<file path="config.mk">
export PLATFORM = sky130hd
export DESIGN_NAME = cmd_scheduler
export DESIGN_NICKNAME = d
export VERILOG_FILES = /design/src/rtl/cmd_scheduler.sv
export SDC_FILE = /design/constraint.sdc
export NUM_CORES = 1
export LEC_CHECK = 0
export CORE_UTILIZATION = 45
export DETAILED_ROUTE_END_ITERATION = 6
export PLACE_DENSITY_LB_ADDON = 0.2
export SETUP_SLACK_MARGIN = 0.02
export SLEW_MARGIN = 0
export SYNTH_ARGS = -nofsm -noshare
export SYNTH_HDL_FRONTEND = slang
export SYNTH_SLANG_ARGS = --single-unit
</file>
<file path="constraint.sdc">
create_clock -name clk40 -period 2.84 [get_ports clk40]
set_clock_uncertainty 0.1 [all_clocks]
set_input_delay 0.852 -clock clk40 [delete_from_list [all_inputs] [get_ports clk40]]
set_output_delay 0.852 -clock clk40 [all_outputs]
set_load 0.03 [all_outputs]
</file>
<file path="src/rtl/cmd_scheduler.sv">
// Command scheduler: arbitrates triggers, fast commands and atomic register packets
// into the serializer's 16-bit command FIFO, inserting a sync word at bounded intervals.
module cmd_scheduler #(
  parameter int unsigned SYNC_INTERVAL = 32,
  parameter logic [15:0] SYNC_WORD     = 16'h817E
) (
  input  logic        clk40,
  input  logic        rst,
  input  logic        trig_req,
  input  logic [15:0] trig_word,
  output logic        trig_ack,
  input  logic        fast_req,
  input  logic [15:0] fast_word,
  output logic        fast_ack,
  input  logic        pkt_valid,
  input  logic [15:0] pkt_data,
  input  logic        pkt_last,
  output logic        pkt_ready,
  input  logic        fifo_full,
  output logic        wr_cmd,
  output logic [15:0] cmd_word,
  output logic        busy,
  output logic [15:0] sync_count
);

  localparam int unsigned WORD_W = 16;
  localparam int unsigned CNT_W  = 8;
  localparam logic [CNT_W-1:0] SYNC_LIMIT = CNT_W'(SYNC_INTERVAL);

  typedef enum logic [0:0] {
    IDLE = 1'b0,
    PKT  = 1'b1
  } state_t;

  state_t             state, state_nxt;
  logic [CNT_W-1:0]   wcnt;
  logic               sync_due;
  logic               wr_nxt;
  logic               sync_sel;
  logic [WORD_W-1:0]  word_nxt;

  assign sync_due = (wcnt == SYNC_LIMIT);
  assign busy     = (state == PKT);

  // State register
  always_ff @(posedge clk40) begin
    if (rst) state <= IDLE;
    else     state <= state_nxt;
  end

  // Grant selection; acks and pkt_ready are same-cycle handshakes with the sources
  always_comb begin
    state_nxt = state;
    wr_nxt    = 1'b0;
    sync_sel  = 1'b0;
    word_nxt  = cmd_word;
    trig_ack  = 1'b0;
    fast_ack  = 1'b0;
    pkt_ready = 1'b0;
    if (!rst && !fifo_full) begin
      unique case (state)
        IDLE: begin
          if (sync_due) begin
            wr_nxt   = 1'b1;
            sync_sel = 1'b1;
            word_nxt = SYNC_WORD;
          end else if (trig_req) begin
            wr_nxt   = 1'b1;
            trig_ack = 1'b1;
            word_nxt = trig_word;
          end else if (fast_req) begin
            wr_nxt   = 1'b1;
            fast_ack = 1'b1;
            word_nxt = fast_word;
          end else if (pkt_valid) begin
            wr_nxt    = 1'b1;
            pkt_ready = 1'b1;
            word_nxt  = pkt_data;
            if (!pkt_last) state_nxt = PKT;
          end
        end
        PKT: begin
          // Packet owns the FIFO until its last word; sync is deferred
          pkt_ready = 1'b1;
          if (pkt_valid) begin
            wr_nxt   = 1'b1;
            word_nxt = pkt_data;
            if (pkt_last) state_nxt = IDLE;
          end
        end
        default: state_nxt = IDLE;
      endcase
    end
  end

  // Output register, words-since-sync counter and sync statistics
  always_ff @(posedge clk40) begin
    if (rst) begin
      wr_cmd     <= 1'b0;
      cmd_word   <= '0;
      wcnt       <= '0;
      sync_count <= '0;
    end else begin
      wr_cmd <= wr_nxt;
      if (wr_nxt) cmd_word <= word_nxt;
      if (sync_sel) begin
        wcnt       <= '0;
        sync_count <= sync_count + 16'd1;
      end else if (wr_nxt && !sync_due) begin
        wcnt <= wcnt + CNT_W'(1);
      end
    end
  end

endmodule
</file>
## Word-level counts from Yosys, hierarchy flattened

Cells that the tools add are included.

| storage, ports and cells | value |
|---|---|
| register bits after elaboration | 42 |
| bits of input ports | 55 |
| output and inout port bits | 37 |
| logic and storage cells | 51 |

| cells by class | value |
|---|---|
| add/sub/neg operators | 2 |
| equal/unequal tests | 1 |
| multiplexer cells | 35 |
| bitwise gates (word level) | 1 |
| reduce and logical (&&, ||, !) cells | 7 |

Operators by type and width:

| operator | count |
|---|---|
| $mux 16 | 4 |
| $pmux 16 s2 | 1 |
| $mux 1 | 27 |
| $add 16x1->16 const B | 1 |
| $add 8x1->8 const B | 1 |
| $eq 8x6->1 const B | 1 |
| $pmux 1 s2 | 3 |
| $logic_not 1->1 | 3 |
| $logic_and 1x1->1 | 2 |
| $reduce_and 2->1 | 1 |
| $reduce_or 2->1 | 1 |
| $not 1->1 | 1 |

## Longest topological paths before layout

| logic depth | value |
|---|---|
| word-level depth | 7 |
| depth in mapped cells | 8 |
| mapped depth without buffers | 7 |

## Least setup slack after synthesis

No wires, ideal clock.

| timing path | value |
|---|---|
| path kind | in2out |
| from | input port fast_req |
| to | output port pkt_ready |
| data arrival time | 2,366 ps |
| data required time | 1,888 ps |
| path slack | -478 ps |
| stages | 5 |
| path buffers | 1 |
| path through | clkbuf_1 -> nor2_1 -> a21boi_1 -> a21oi_1 -> nor3_1 |

| between the ends | value |
|---|---|
| longest elaborated chain between the ends | 5 |

RTL lines:

| what | line | source |
|---|---|---|
| from (decl) | 12 | `input logic fast_req,` |
| $mux 1 | 71 | `end else if (fast_req) begin` |
| $mux 1 | 67 | `end else if (trig_req) begin` |
| $mux 1 | 63 | `if (sync_due) begin` |
| $pmux 1 s2 | 61 | `unique case (state)` |
| $mux 1 | 60 | `if (!rst && !fifo_full) begin` |
| to (decl) | 18 | `output logic pkt_ready,` |

Every way passes these cells.

## Final worst setup path

| timing path | value |
|---|---|
| from | input port trig_req |
| to | output port pkt_ready |

| between the ends | value |
|---|---|
| longest elaborated chain between the ends | 4 |

RTL lines:

| what | line | source |
|---|---|---|
| from (decl) | 9 | `input logic trig_req,` |
| $mux 1 | 67 |  |
| $mux 1 | 63 |  |
| $pmux 1 s2 | 61 |  |
| $mux 1 | 60 |  |

Every way passes these cells.

==> impl_metrics.py <==
metrics = {
    "outcome": {
        "status": "finished clean",
    },
    "power_and_ir_drop": {
        "combPwrFrac": 0.250,
        "switchingPower_mw": 0.422,
        "leakage_nw": 1.45,
        "total_power_mw": 1.48,
        "p_clk_frac": 0.325,
        "powerDensity_nw_per_um2": 388,
        "swShare": 0.285,
        "internal_power_mw": 1.06,
        "seqPwrFrac": 0.426,
        "ir_drop_v": 0.000273,
    },
    "logic_synthesis": {
        "synth-async-reset-ratio": 0,
        "ys_types": 43,
        "ys_seq_area_frac": 0.338,
        "synth_edf_count": 0,
        "synth_nets": 383,
        "synthFlopType": "dfxtp_1",
        "yosys_warnings": 0,
        "ys_seq_elements": 42,
        "netlist_area_um2": 2490,
        "avgSynthCellArea_um2": 7.66,
        "synth_cells": 325,
    },
    "routing": {
        "route.detailed.drc": 0,
        "drtAntennaViolNets": 0,
        "vias": 2938,
        "first_pass_iters": 4,
        "vias_per_cell": 5.82,
        "wl_per_cell_um": 15.6,
        "drt_wl_total_um": 7870,
        "drt-initial-drc-count": 184,
    },
    "placement": {
        "gp_congestion": 0.813,
        "dpl.cell_count": 493,
        "io_buffers": 91,
        "place_hpwl_um": 5620,
    },
    "floorplanning": {
        "start_util": 0.478,
        "die_y_um": 76.4,
        "coreArea_um2": 5200,
        "die_area_um2": 5830,
        "die_w_um": 76.4,
        "io_pins": 92,
        "row_count": 26,
    },
    "clocking": {
        "clockRootBuffer": "clkbuf_8",
        "cts_made_buffers": 5,
        "ctsHtreeMaxLevel": 2,
        "cts_num_sinks": 42,
        "cts_tree": "done",
        "cts.path.max_buffers": 2,
        "clkLatencyLatePin_ps": 300,
        "cts.clk_slew.worst_paths_ps": 80,
    },
    "sta": {
        "tightest_slew_ps": 799,
        "slew_viol_final": 0,
        "rsz0062_at_grt": "yes",
        "max_freq_mhz": 356,
        "slew_headroom": 0.467,
        "fin_tns_setup_ps": 0,
        "fin_crit_sh": 0.988,
        "setup_viol": 0,
        "layout_min_cycle_time_ps": 2810,
        "hold_violations": 0,
    },
    "global_routing": {
        "grt_pass1_wl_um": 12700,
        "grt_util_met1": 0.324,
        "antenna_found_initial": 0,
        "grt.busiest_layer": "met2",
        "grt_usage": 0.269,
        "grtUsageMet3": 0.0635,
        "grt_pass1_vias": 2758,
        "grt_start_max_net_pins": 27,
        "overflow": 0,
        "use_met2": 0.465,
    },
    "final_layout": {
        "fin_cells": 505,
        "regArea_um2": 842,
        "drive_gt1_frac": 0.129,
        "n_antenna_cell": 0,
        "area_delta_synth_final_pct": 53.2,
        "multi_input_area_um2": 1510,
        "layout_commonest_cell": "clkdlybuf4s50_1",
        "n_fill_cell": 426,
        "final_nets": 492,
        "layout_common_cells": "clkdlybuf4s50_1 (84), dfxtp_1 (41), buf_4 (34)",
    },
    "setup_path": {
        "crit_path_end_kind": "primary output",
        "crit_arrival_ps": 1860,
        "rrSetupSlack_ps": 400,
        "path_max_fanout": 2,
        "cp-start-kind": "input pin",
        "crit_type": "input pin to primary output",
        "critPathRequiredTime_ps": 1890,
    },
    "min_path": {
        "hold_path_class": "register to register",
    },
    "run": {
        "cap_viol_max_count": 0,
    },
}
==> repair_timing <==
action,in CTS,in global routing
pin swaps,4,5
hold buffers,0,0
gates resized for setup,10,6
setup endpoints to repair,12,3
setup buffers,2,3
==> per-layer routing <==
metal	up-vias	routed length, um	share of wire
met2	107	3950	0.50
met4	0	114	0.014
met3	10	501	0.064
met5	-	0	0
met1	1378	3310	0.42
li1	1443	-	-
==> worst max-delay path: stages <==
cell,delay (ps)
dlygate4sd2_1,260
nor2_2,150
a21boi_4,220
a21oi_2,90
nor3_4,130
buf_6,150
==> path summary, 6_finish.rpt <==
| check | startpoint | to | cells after the start |
|---|---|---|---|
| setup / recovery | trig_req | pkt_ready | 6 |
| hold / removal | cmd_word[2]$_SDFFE_PP0P_ | cmd_word[2]$_SDFFE_PP0P_ | 2 |
| setup reg to reg | wcnt[0]$_SDFFE_PP0P_ | sync_count[15]$_SDFFE_PP0P_ | 6 |
| hold reg to reg | cmd_word[2]$_SDFFE_PP0P_ | cmd_word[2]$_SDFFE_PP0P_ | 2 |
==> synth_stat cells (5+ instances only) <==
cell / number / area, um^2
dfxtp_1: 42 / 841
nand2_1: 32 / 120
inv_1: 29 / 109
a21oi_1: 27 / 135
o21ai_0: 22 / 110
clkbuf_1: 20 / 75.1
nor2_1: 18 / 67.6
a2bb2oi_1: 15 / 131
nand3_1: 11 / 55.1
a221oi_1: 10 / 87.6
or4_1: 10 / 75.1
o2111ai_1: 9 / 78.8
o22ai_1: 9 / 56.3
o31ai_1: 9 / 67.6
o41ai_1: 9 / 78.8
nor3_1: 5 / 25.0
xor2_1: 5 / 43.8
==> state kept, by name, summed over array words and instances, names as in the netlist <==
name	cells
wcnt	8
busy	1
cmd_word	16
wr_cmd	1
sync_count	16
==> cell type report <==
cell class | count | area share
Clock inverter | 3 | 0.0105
Clock buffer | 5 | 0.0180
Inverter | 30 | 0.0295
Tap cell | 70 | 0.0230
Timing Repair Buffer | 124 | 0.302
Multi-Input combinational cell | 231 | 0.396
Sequential cell | 42 | 0.221
==> logic make-up (layout without fill, tap and decap cells) <==
group,after synthesis,count (layout),synth area share
compound gates,120,120,0.333
simple gates,100,100,0.205
buf+inv,52,162,0.0789
flops,42,42,0.338
xor+xnor,6,6,0.0211
fa+ha+maj,3,3,0.0151
mux,2,2,0.00855
==> through the flow <==
stage | setup slack (ps) | util | area [um^2] | hold slack, ps
3_3_place_gp | -332 | 0.701 | 3650 | 374
6_report | 32.9 | 0.733 | 3810 | 393
3_5_place_dp | -410 | 0.701 | 3650 | 382
5_1_grt | -5.89 | 0.733 | 3810 | 420
4_1_cts | -46.8 | 0.729 | 3790 | 395
2_1_floorplan | 14.3 | - | 2530 | 360
==> power by group through the flow <==
stage	Combinational, mW	Sequential (mW)	Clock [mW]
floorplan	0.139	0.687	0
CTS	0.368	0.629	0.480
global placement	0.357	0.643	0
finish	0.369	0.630	0.480
global route	0.398	0.632	0.507
detailed placement	0.364	0.642	0
No activity file was read; power rests on OpenSTA's default activity.
